[config.mk]
export PLATFORM = sky130hd
export DESIGN_NAME = audio_sound_sequencer
export DESIGN_NICKNAME = d
export VERILOG_FILES = /design/src/rtl/audio_sound_sequencer.sv
export SDC_FILE = /design/constraint.sdc
export NUM_CORES = 1
export LEC_CHECK = 0
export ABC_AREA = 1
export ABC_CLOCK_PERIOD_IN_PS = 2500
export BUFFER_PORTS_ARGS = -buffer_cell sky130_fd_sc_hd__buf_4
export CORE_MARGIN = 1.5
export CORE_UTILIZATION = 40
export DETAILED_ROUTE_END_ITERATION = 12
export SYNTH_ARGS = -nofsm -noshare
export SYNTH_HDL_FRONTEND = slang
export SYNTH_SLANG_ARGS = --single-unit
export TNS_END_PERCENT = 5
[constraint.sdc]
create_clock -name clk -period 2.5 [get_ports clk]
set_clock_uncertainty 0.2 [all_clocks]
set_input_delay 0.25 -clock clk [delete_from_list [all_inputs] [get_ports clk]]
set_output_delay 0.25 -clock clk [all_outputs]
set_load 0.02 [all_outputs]
[src/rtl/audio_sound_sequencer.sv]
// Arbitrates engine/crash/game-over sounds onto one pwm_audio (AUDIO_SEQ_FADE_EN adds the game-over fade).
// Outputs are registered and follow the state register by one clk. Requests are sticky pulses; there is no backpressure.
module audio_sound_sequencer #(
    parameter int CLK_FREQUENCY_HZ = 100000000,
    parameter int DUTY_CYCLE_WIDTH = 8,
    parameter int ENGINE_DUTY      = 128,
    parameter int CRASH_SPEED      = 200,
    parameter int CRASH_MS         = 300,
    parameter int GAMEOVER_MS      = 2000,
    parameter int FADE_STEP        = 4
) (
    input  logic                        clk,
    input  logic                        reset,
    input  logic                        engine_en,
    input  logic [7:0]                  engine_speed,
    input  logic                        crash_req,
    input  logic                        gameover_req,
    output logic [7:0]                  pwm_speed,
    output logic [DUTY_CYCLE_WIDTH-1:0] pwm_duty,
    output logic [1:0]                  grant,
    output logic                        busy,
    output logic                        done
);
    localparam int DW = DUTY_CYCLE_WIDTH;
    localparam logic [31:0]   TICK_LIM  = 32'(CLK_FREQUENCY_HZ / 1000 - 1);
    localparam logic [DW-1:0] DUTY_MAX  = '1;
    localparam logic [DW-1:0] ENG_DUTY  = DW'(ENGINE_DUTY);
    localparam logic [15:0]   CRASH_END = 16'(CRASH_MS);
    localparam logic [15:0]   GO_END    = 16'(GAMEOVER_MS);

`ifdef AUDIO_SEQ_FADE_EN
    localparam logic [DW:0]   FADE_DEC  = (DW+1)'(FADE_STEP);
    typedef enum logic [2:0] {S_IDLE, S_ENGINE, S_CRASH, S_GAMEOVER, S_FADE} state_t;
    logic [DW:0] fade_duty;
`else
    typedef enum logic [2:0] {S_IDLE, S_ENGINE, S_CRASH, S_GAMEOVER} state_t;
`endif

    state_t      state, state_nxt;
    logic [31:0] div;
    logic        tick;
    logic [15:0] ms_cnt;
    logic        crash_pend, go_pend, mute;
    logic        finish, busy_now, crash_clr;
    logic [12:0] go_steps;
    logic [7:0]  go_speed;

    assign tick     = (div == TICK_LIM);
    assign busy_now = (state != S_IDLE) && (state != S_ENGINE);
    // game-over owns the channel until it ends, so crash requests meanwhile are dropped
    assign crash_clr = busy_now || (state_nxt == S_CRASH) || (state_nxt == S_GAMEOVER);
    assign go_steps = ms_cnt[15:3];
    assign go_speed = (go_steps >= 13'd255) ? 8'd0 : 8'(13'd255 - go_steps);

    always_comb begin
        state_nxt = state;
        finish    = 1'b0;
        case (state)
            S_IDLE: begin
                if (go_pend)                  state_nxt = S_GAMEOVER;
                else if (crash_pend)          state_nxt = S_CRASH;
                else if (engine_en && !mute)  state_nxt = S_ENGINE;
            end
            S_ENGINE: begin
                if (go_pend)                  state_nxt = S_GAMEOVER;
                else if (crash_pend)          state_nxt = S_CRASH;
                else if (!engine_en)          state_nxt = S_IDLE;
            end
            S_CRASH: begin
                if (go_pend) begin
                    state_nxt = S_GAMEOVER;
                end else if (ms_cnt == CRASH_END) begin
                    finish    = 1'b1;
                    state_nxt = S_IDLE;
                end
            end
            S_GAMEOVER: begin
                if (ms_cnt == GO_END) begin
`ifdef AUDIO_SEQ_FADE_EN
                    state_nxt = S_FADE;
`else
                    finish    = 1'b1;
                    state_nxt = S_IDLE;
`endif
                end
            end
`ifdef AUDIO_SEQ_FADE_EN
            S_FADE: begin
                if (fade_duty == '0) begin
                    finish    = 1'b1;
                    state_nxt = S_IDLE;
                end
            end
`endif
            default: state_nxt = S_IDLE;
        endcase
    end

    always_ff @(posedge clk) begin
        if (reset) begin
            state      <= S_IDLE;
            div        <= '0;
            ms_cnt     <= '0;
            crash_pend <= 1'b0;
            go_pend    <= 1'b0;
            mute       <= 1'b0;
        end else begin
            state      <= state_nxt;
            div        <= tick ? 32'd0 : div + 32'd1;
            if (state_nxt != state)
                ms_cnt <= '0;
            else if (tick && ms_cnt != 16'hFFFF)
                ms_cnt <= ms_cnt + 16'd1;
            crash_pend <= crash_clr ? 1'b0 : (crash_pend | crash_req);
            go_pend    <= (state_nxt == S_GAMEOVER) ? 1'b0 : (go_pend | gameover_req);
            if (state == S_GAMEOVER)
                mute <= 1'b1;
        end
    end

`ifdef AUDIO_SEQ_FADE_EN
    always_ff @(posedge clk) begin
        if (reset)
            fade_duty <= '0;
        else if (state_nxt == S_FADE && state != S_FADE)
            fade_duty <= {1'b0, DUTY_MAX};
        else if (state == S_FADE && tick)
            fade_duty <= (fade_duty > FADE_DEC) ? fade_duty - FADE_DEC : '0;
    end
`endif

    always_ff @(posedge clk) begin
        if (reset) begin
            pwm_speed <= '0;
            pwm_duty  <= '0;
            grant     <= 2'b00;
            busy      <= 1'b0;
            done      <= 1'b0;
        end else begin
            done <= finish;
            busy <= busy_now;
            case (state)
                S_ENGINE: begin
                    grant     <= 2'b01;
                    pwm_duty  <= ENG_DUTY;
                    pwm_speed <= engine_speed;
                end
                S_CRASH: begin
                    grant     <= 2'b10;
                    pwm_duty  <= DUTY_MAX;
                    pwm_speed <= 8'(CRASH_SPEED);
                end
                S_GAMEOVER: begin
                    grant     <= 2'b11;
                    pwm_duty  <= finish ? '0 : DUTY_MAX;
                    pwm_speed <= go_speed;
                end
`ifdef AUDIO_SEQ_FADE_EN
                S_FADE: begin
                    grant     <= 2'b11;
                    pwm_duty  <= fade_duty[DW-1:0];
                end
`endif
                default: begin
                    grant     <= 2'b00;
                    pwm_duty  <= '0;
                end
            endcase
        end
    end
endmodule

## After elaboration in Yosys (flattened, before gate mapping)

Cells that the tools add are included.
W data, S select, Z words.

| operators by class | value |
|---|---|
| mux-type cells | 19 |
| magnitude comparators | 1 |
| $add $sub $neg | 3 |
| bitwise logic cells | 2 |
| reductions and logical operators | 13 |
| equality and inequality tests | 11 |

Operators by type and width:

| operator | number |
|---|---|
| $pmux W8 S3 | 2 |
| $add A32 B1 Y32 const B | 1 |
| $eq A32 B17 Y1 const B | 1 |
| $mux W3 | 9 |
| $add A16 B1 Y16 const B | 1 |
| $eq A16 B11 Y1 const B | 1 |
| $eq A16 B9 Y1 const B | 1 |
| $mux W8 | 2 |
| $ne A16 B16 Y1 const B | 1 |
| $ge A13 B8 Y1 const B | 1 |
| $eq A3 B2 Y1 const B | 4 |
| $pmux W3 S4 | 1 |
| $reduce_or A2 Y1 | 4 |
| $sub A8 B8 Y8 const A | 1 |
| $pmux W2 S3 | 1 |
| $reduce_bool A3 Y1 | 2 |
| $eq A3 B1 Y1 const B | 1 |
| $logic_and A1 B1 Y1 | 3 |
| $logic_not A3 Y1 | 1 |
| $mux W1 | 3 |
| $ne A3 B1 Y1 const B | 1 |
| $ne A3 B3 Y1 | 1 |
| $logic_or A1 B1 Y1 | 2 |
| $or A1 B1 Y1 | 2 |
| other kinds (2) | 2 |

| word-level totals | value |
|---|---|
| logic and storage cells | 60 |
| bits of input ports | 13 |
| output and inout bits | 20 |
| register bits | 74 |

## Logic depth before layout (Yosys ltp)

Gate-level depths: netlist of run 1.

| depth | value |
|---|---|
| depth after elaboration | 10 |
| mapped depth | 14 |
| gate-level depth less buffers | 13 |

## Worst setup path before layout of run 1

OpenSTA, ideal clock, no wires.

| timing path | value |
|---|---|
| kind | register -> register |
| from | register ms_cnt[0] |
| to | register ms_cnt[0] |
| stages on the path, launching flop included | 13 |
| setup time | 0.112 ns |
| arrival time | 1.565 ns |
| buffers on the path | 1 |
| required time | 2.188 ns |
| clock period less this slack | 1.877 ns |
| slack | 0.623 ns |
| cell sequence | dfxtp_1 > inv_1 > ha_1 > nand3_1 > nor2_4 > nand2_2 > a21oi_4 > nand2_1 > nand2_1 > nand2_2 > nand3_4 > buf_12 > nor2_4 |

| on the way | value |
|---|---|
| longest elaborated chain between the ends | 6 |
| elaborated cells between the ends (all ways) | 11 |
| classes of those cells | 1 x add/sub; 4 x eq/ne; 4 x mux; 2 x reduce/logical |

RTL lines:

| element | RTL line | text |
|---|---|---|
| start: declaration | 42 | `logic [15:0] ms_cnt;` |
| start signal: assignment | 113 | `ms_cnt <= ms_cnt + 16'd1;` |
| $eq A16 B9 Y1 | 72 | `end else if (ms_cnt == CRASH_END) begin` |
| $mux W3 | 72 |  |
| $mux W3 | 70 | `if (go_pend) begin` |
| $pmux W3 S4 | 58 | `case (state)` |
| $ne A3 B3 Y1 | 110 | `if (state_nxt != state)` |
| $reduce_or A2 Y1 (no source line) | -- |  |

Several ways; a longest one is shown, not always the timed one.
A chain may end at the register's enable or synchronous reset.

## Worst setup path in the final report of run 1

| timing path | value |
|---|---|
| from | register ms_cnt[0] |
| to | register ms_cnt[11] |

Same word-level chain as after synthesis.

==> results of run 1 <==
-- per-stage QoR --
stage	area [um2]	hold WS, ps
floorplan	3760	119
global placement	4070	229
detailed placement	4070	246
CTS	4340	7.59
global route	4340	31.8
finish	4340	32.5
-- where the power goes --
group | leakage, uW | internal [uW] | switching [uW] | total, uW
combinational | 0.000926 | 62.4 | 88.6 | 151
clock | 0.0000983 | 503 | 397 | 900
sequential | 0.000550 | 1100 | 13.0 | 1120
-- placed cells by master (no fill, tap or decap), types with 7 or more instances in the layout --
master,n
a21oi_1,36
buf_4,35
clkbuf_8,11
dfxtp_1,68
dlygate4sd3_1,8
inv_1,61
inv_2,7
nand2_1,123
nand2_2,7
nand3_1,21
nand4_1,11
nor2_1,81
nor2_2,7
nor2_4,16
nor3_1,22
o21ai_0,13
xor2_1,17
-- what timing repair did --
item,in CTS,in global routing
setup endpoints to repair,0,0
hold endpoints to repair,12,0
setup buffers,0,0
hold buffers,8,0
resized for setup,0,0
-- final cells by class --
class / instances / area (um2) / area share, %
sequential: 68 / 1360 / 31.4
clock inverter: 2 / 35.0 / 0.807
inverter: 70 / 264 / 6.08
clock buffer: 12 / 155 / 3.57
multi-input combinational: 391 / 2020 / 46.6
tap: 111 / 139 / 3.20
timing repair buffer: 44 / 363 / 8.36
-- critical path, delay by kind of cell, from the launching register on --
kind	cells	cell delay, ps
buf+inv	1	120
compound gates	1	190
fa+ha+maj	1	200
simple gates	7	1040
flops	1	350
-- layer usage --
| metal | routed length [um] | vias to the layer above | global-route usage [%] |
|---|---|---|---|
| met5 | 0 | - | 0 |
| met4 | 76 | 0 | 5.31 |
| met3 | 302 | 8 | 4.94 |
| met2 | 4040 | 51 | 30.7 |
| met1 | 3890 | 1526 | 23.5 |
| li1 | - | 1789 | - |
-- worst paths after layout --
kind / from / endpoint / slack (ps) / depth (start not counted)
worst min-delay path: engine_speed[4] / pwm_speed[4] / 30 / 3
worst min register to register: div[0] / div[0] / 260 / 1
worst max register to register: ms_cnt[0] / ms_cnt[11] / 310 / 10
worst max-delay path: ms_cnt[0] / ms_cnt[11] / 310 / 10
-- state kept, by name, summed over array words and instances (netlist names) --
name        count
busy            1
crash_pend      1
div            32
done            1
go_pend         1
grant           2
ms_cnt         16
mute            1
pwm_duty        2
pwm_speed       8
state           3
-- kinds of logic after synthesis --
family	Yosys count	share of synthesized area, %
simple gates	300	37.7
buf+inv	85	10.1
flops	68	36.2
other cells	1	0.0997
compound gates	64	9.58
xor+xnor	23	5.36
fa+ha+maj	3	0.998
==> flow_summary.toml, run 1 <==
[layout]
area_growth_syn_to_layout_pct = 15.4
instances_no_fill = 698
fillers = 944
antenna_cells = 0
finalNetCount = 600
drive_above_1_share_pct = 16.2
finish.utilization_pct = 47.2

[synth]
synth_fp_nets = 560
synth_cell_type_count = 40
netlist_instances = 544
post_synth_instance_area_um2 = 3760
synth.avg_cell_area_um2 = 6.91
synth.top_cells.by_count = "nand2_1 (123), nor2_1 (81), dfxtp_1 (68)"
synth-edff-count = 0
netlist.area_leader.share_pct = 36.2
netlist.top_cell.by_area = "dfxtp_1"
synthArstFlopShare_pct = 0
synth_area_leaders = "dfxtp_1 (36%), nand2_1 (12%), nor2_1 (8.1%)"
register_bit_count_reported_by_yosys = 68
ys_seq_area_share_pct = 36.2
synthesis.yosys.warnings = 0
post-synth-top-count-cell = "nand2_1"
yosys_most_used_dff = "dfxtp_1"

[sta]
final_period_utilization_pct = 87.6
hold_violation_count_in_the_final_report = 0
rsz_0062_raised_after_global_routing = "no"
totalNegativeSetupSlack_ps = 0
worst_slack_ps = 311
maxClockFrequency_mhz = 457
fin_crit_ps = 2190
final_setup_violating_endpoints = 0
report.final.slew_viol_count = 0

[critical_path]
crit_path_top_delay_cell = "dfxtp_1"
critical_path.max_stage_delay_ps = 350
crit_path_start_kind = "flop"
worst-endpoint-arrival_ps = 2260
crit_required_ps = 2570
worst-setup-path-type = "reg -> reg"
crit_path_end_kind = "flop"
critical_path.cell_chain = "inv_1 -> ha_1 -> nand3_1 -> nor2_4 -> nand2_2 -> a21oi_4 -> nand3_1 -> nand2_2 -> nand3_4 -> nor2_1"
crit_fanout = 16

[detailed_routing]
drt_iter0_drc = 113
postRouteWirelength_mm = 8.31
detailroute.via_count = 3374
antenna_left = 0
post_drt_via_cell_ratio = 4.83
detail_route.wl_per_cell_um = 11.9
drcViolationCount = 0
drtPass1Iterations = 4

[placement]
place.gp.congestion = 0.843
buffer_ports.inserted = 32
detailedPlace.worstSlack_ps = 303
dp_hpwl_mm = 6.20
dp_cells = 676

[clocking]
cts-buffers-inserted = 9
htreeDepth = 3
clockRootBuffer = "clkbuf_8"
cts.sink_count = 68
clk_pin_slew_ps = 70
clock_insertion_delay_worst_skew_ps = 340
cts.path.max_buffers = 2
cts_tree = "done"

[pwr]
power_density_nw_per_um2 = 499
total_power_uw = 2170
peakVddDrop_v = 0.000315
leakage_uw = 0.00157

[job]
maxCapViolations = 0

[global_routing]
gr-usage-all-layers_pct = 18.4
grt_first_pass_wirelength_mm = 14.8
first_global_vias = 3245
grt_max_degree = 33
grt.overflow.total = 0
initial_antenna_violation_count = 0

[run_status]
status = "completed"

[hold_path]
hp-class = "in -> reg"

[floorplanning]
io_pins = 33
chipHeight_um = 100
die-area_um2 = 9990
coreArea_um2 = 9200
rows = 35
die-width_um = 100
initial_core_util_pct = 40.9
No activity file was read; power rests on OpenSTA's default activity.
==> inputs of run 2 (changes only) <==
Settings changed: GPL_TIMING_DRIVEN from default to 0.
==> flow_summary.toml, run 2 (same netlist as run 1, synthesis figures left out) <==
[clocking]
cts-buffers-inserted = 9
htreeDepth = 3
cts.sink_count = 68
cts_tree = "done"
clock_insertion_delay_worst_skew_ps = 350
number_of_instances_resized_during_post_cts_repair = 0
post_cts_buffers = 0
cts.path.max_buffers = 2
clk_pin_slew_ps = 80
clockRootBuffer = "clkbuf_8"

[critical_path]
critical_path.max_stage_delay_ps = 490
crit_required_ps = 2510
crit_path_end_kind = "flop"
crit_family = "simple AND/OR/NAND/NOR gates"
worst-endpoint-arrival_ps = 2320
critical_path_cell_count = 9
critical_path.cell_chain = "ha_1 -> nand2_1 -> nor2_4 -> inv_2 -> nor2_1 -> nand3_1 -> o21ai_1 -> clkbuf_1 -> nor3_1"
worst_setup_path_endpoint = "div[19]"
timing.rr.start = "div[0]"
regToRegSetupSlack_ps = 200
crit_path_top_delay_cell = "clkbuf_1"
worst-setup-path-type = "reg -> reg"
regToRegEndpoint = "div[19]"
buffers_and_inverters_on_the_worst_path = 2
crit_start = "div[0]"
reg2regPathDepth = 9
crit_fanout = 10
crit_path_start_kind = "flop"

[floorplanning]
die-area_um2 = 9990
initial_core_util_pct = 40.9
io_pins = 33
die-width_um = 100
coreArea_um2 = 9200
chipHeight_um = 100
rows = 35

[detailed_routing]
detailroute.via_count = 3422
post_drt_via_cell_ratio = 4.81
drcViolationCount = 0
drtPass1Iterations = 4
antenna_left = 0
detail_route.wl_per_cell_um = 12.3
postRouteWirelength_mm = 8.71
drt_iter0_drc = 116

[layout]
antenna_cells = 0
regArea_um2 = 1360
drive_above_1_share_pct = 17.7
largest_reg_flops = 32
largest_registers = "div x32, ms_cnt x16, pwm_speed x8"
fillers = 935
finalNetCount = 611
instances_no_fill = 711
multi_input_comb_area_um2 = 2020
commonest_cells_after_routing_fill_and_taps_aside = "nand2_1 (123), nor2_1 (81), dfxtp_1 (68)"
regMostFlops = "div"
area_growth_syn_to_layout_pct = 16.9
layout_commonest_cell = "nand2_1"

[global_routing]
gr-usage-all-layers_pct = 18.4
grt_max_degree = 13
grt.overflow.total = 0
first_global_vias = 3229
initial_antenna_violation_count = 0
grt_first_pass_wirelength_mm = 14.7

[sta]
worstMarginPinSlew_ps = 559
fin_crit_ps = 2300
slew_headroom_pct = 62.7
maxClockFrequency_mhz = 434
rsz_0062_raised_after_global_routing = "no"
totalNegativeSetupSlack_ps = 0
final_period_utilization_pct = 92.1
hold_violation_count_in_the_final_report = 0
report.final.slew_viol_count = 0
final_setup_violating_endpoints = 0

[pwr]
peakVddDrop_v = 0.000287
power_density_nw_per_um2 = 478
leakage_uw = 0.00162

[placement]
buffer_ports.inserted = 32
dp_cells = 687
place.gp.congestion = 0.835
dp_hpwl_mm = 6.54

[hold_path]
hp-class = "in -> reg"

[job]
maxCapViolations = 0

[run_status]
status = "completed"
run 2: power by group:
part | total [uW] | switching [uW] | internal (uW)
clock | 828 | 443 | 385
combinational | 161 | 94.3 | 66.4
sequential | 1110 | 12.3 | 1100
run 2: repair_timing:
action                                  in CTS  in global routing
hold buffers                                 8                  0
endpoints found under the setup margin       0                  0
endpoints found under the hold margin       12                  0
run 2: through the flow:
stage          total power [uW]  area (um2)  hold slack, ps  util (%)  worst slack (ps)
6_report                   2100        4400            9.17      47.8               198
5_1_grt                    2190        4400            49.0      47.8              46.6
4_1_cts                    2130        4400            2.38      47.8               205
3_5_place_dp               1290        4140             246      45.0               199
3_3_place_gp               1290        4140             231      45.0               226
2_1_floorplan              1230        3760             119         -               623
run 2: worst min path at each step:
stage / from / endpoint / slack, ps / cells past startpoint
finish: engine_speed[2] / pwm_speed[2] / 9 / 3
global route: engine_speed[2] / pwm_speed[2] / 50 / 3
CTS: engine_speed[2] / pwm_speed[2] / 2 / 3
detailed placement: div[0] / div[0] / 250 / 1
global placement: div[0] / div[0] / 230 / 1
floorplan: reset / done / 120 / 1
run 2: area by class of cell:
class | instances | share of cell area (%)
Sequential cell | 68 | 31.0
Inverter | 70 | 6.00
Clock buffer | 10 | 3.13
Tap cell | 111 | 3.16
Buffer | 15 | 2.62
Multi-Input combinational cell | 391 | 45.9
Timing Repair Buffer | 40 | 7.28
Clock inverter | 6 | 0.910
run 2: metal layers:
metal | GRT usage (%) | up-vias | share of wire (%)
met3 | 4.32 | 12 | 3.6
met2 | 31.5 | 53 | 48
met5 | 0 | - | 0
met4 | 6.18 | 0 | 1.6
li1 | - | 1815 | -
met1 | 22.7 | 1542 | 46
run 2: tightest hold or removal path: stages:
cell and delay [ps]:
buf_4 80, a22oi_1 70, a21oi_1 120
==> inputs of run 3 (changes only) <==
Settings changed: HOLD_SLACK_MARGIN from default to 0.06.
==> flow_summary.toml, run 3 (same netlist as run 1, synthesis figures left out) <==
[detailed_routing]
drt_iter0_drc = 120
detail_route.wl_per_cell_um = 12.2
detailroute.via_count = 3451
postRouteWirelength_mm = 8.73
antenna_left = 0
post_drt_via_cell_ratio = 4.84
drtPass1Iterations = 5
drcViolationCount = 0

[floorplanning]
die-area_um2 = 9990
io_pins = 33
coreArea_um2 = 9200
chipHeight_um = 100
initial_core_util_pct = 40.9
rows = 35
die-width_um = 100

[global_routing]
grt_first_pass_wirelength_mm = 14.7
gr-usage-all-layers_pct = 18.4
grt_max_degree = 13
initial_antenna_violation_count = 0
grt.overflow.total = 0
first_global_vias = 3232

[clocking]
cts.path.max_buffers = 2
clockRootBuffer = "clkbuf_8"
htreeDepth = 3
cts_tree = "done"
post_cts_buffers = 0
cts.sink_count = 68
cts-buffers-inserted = 9
clk_pin_slew_ps = 80
clock_insertion_delay_worst_skew_ps = 350

[run_status]
status = "completed"

[critical_path]
crit_fanout = 10
worst-endpoint-arrival_ps = 2330
crit_path_start_kind = "flop"
timing.rr.start = "div[0]"
regToRegEndpoint = "div[19]"
worst-setup-path-type = "reg -> reg"
regToRegSetupSlack_ps = 190
crit_required_ps = 2520
crit_path_end_kind = "flop"
reg2regPathDepth = 9

[job]
maxCapViolations = 0

[layout]
finish.utilization_pct = 48.0
finalNetCount = 613
multi_input_comb_area_um2 = 2020
regArea_um2 = 1360
layout_commonest_cell = "nand2_1"
fillers = 934
largest_reg_flops = 32
area_growth_syn_to_layout_pct = 17.5
drive_above_1_share_pct = 17.6
regMostFlops = "div"
largest_registers = "div x32, ms_cnt x16, pwm_speed x8"
antenna_cells = 0
instances_no_fill = 713
commonest_cells_after_routing_fill_and_taps_aside = "nand2_1 (123), nor2_1 (81), dfxtp_1 (68)"

[sta]
fin_crit_ps = 2310
finalHoldWorstSlack_ps = 133
worstMarginPinSlew_ps = 567
totalNegativeSetupSlack_ps = 0
hold_violation_count_in_the_final_report = 0
maxClockFrequency_mhz = 432
final_setup_violating_endpoints = 0
final_period_utilization_pct = 92.6
report.final.slew_viol_count = 0
slew_headroom_pct = 62.2
rsz_0062_raised_after_global_routing = "no"

[placement]
buffer_ports.inserted = 32
place.gp.congestion = 0.835
dp_cells = 687
dp_hpwl_mm = 6.54

[hold_path]
hp-class = "in -> reg"
min-delay-start = "engine_speed[5]"
hold_end = "pwm_speed[5]"
whs_path_depth = 5

[pwr]
peakVddDrop_v = 0.000287
total_power_uw = 2110
power_density_nw_per_um2 = 477
leakage_uw = 0.00163
-- run 3: cell count changes in the layout (fill, tap and decap cells not counted) --
cell           delta
dlygate4sd3_1     +2
-- run 3: how the worst max path moves through the flow --
stage | startpoint | end | slack [ps] | cells after the start
floorplan | ms_cnt[0] | ms_cnt[0] | 620 | 12
global placement | div[0] | div[24] | 230 | 9
detailed placement | div[0] | div[19] | 200 | 9
CTS | div[0] | div[19] | 200 | 9
global route | div[0] | div[14] | 50 | 9
finish | div[0] | div[19] | 190 | 9
-- run 3: repair_timing --
action,CTS,global route
hold endpoints to repair,14,0
hold buffers,10,0
gates resized for setup,0,0
-- run 3: critical path, cell delays in order, from the launching register on --
cell	delay, ps
dfxtp_1	360
ha_1	180
nand2_1	100
nor2_4	150
inv_2	60
nor2_1	110
nand3_1	130
o21ai_1	310
clkbuf_1	490
nor3_1	90
-- run 3: stage by stage --
stage | setup WS [ps] | area (um2)
finish | 186 | 4420
CTS | 205 | 4420
detailed placement | 199 | 4140
floorplan | 623 | 3760
global route | 46.6 | 4420
global placement | 226 | 4140
-- run 3: per-layer routing --
metal	track usage [%]	vias up	wire length, um
li1	-	1822	-
met1	22.7	1550	4080
met2	31.6	66	4190
met3	4.32	13	326
met4	6.18	0	136
met5	0	-	0
-- run 3: power by group --
| part | internal, uW | switching (uW) |
|---|---|---|
| Clock | 385 | 445 |
| Combinational | 68.4 | 94.7 |
| Sequential | 1100 | 12.3 |
| Total | 1550 | 553 |
-- run 3: layout make-up --
cell class | instances | area share (%)
well taps | 111 | 3.14
clock buffers | 10 | 3.12
plain buffers | 15 | 2.61
clock inverters | 6 | 0.906
repair buffers | 42 | 7.70
flip-flops and latches | 68 | 30.8
inverters | 70 | 5.98
multi-input cells | 391 | 45.7
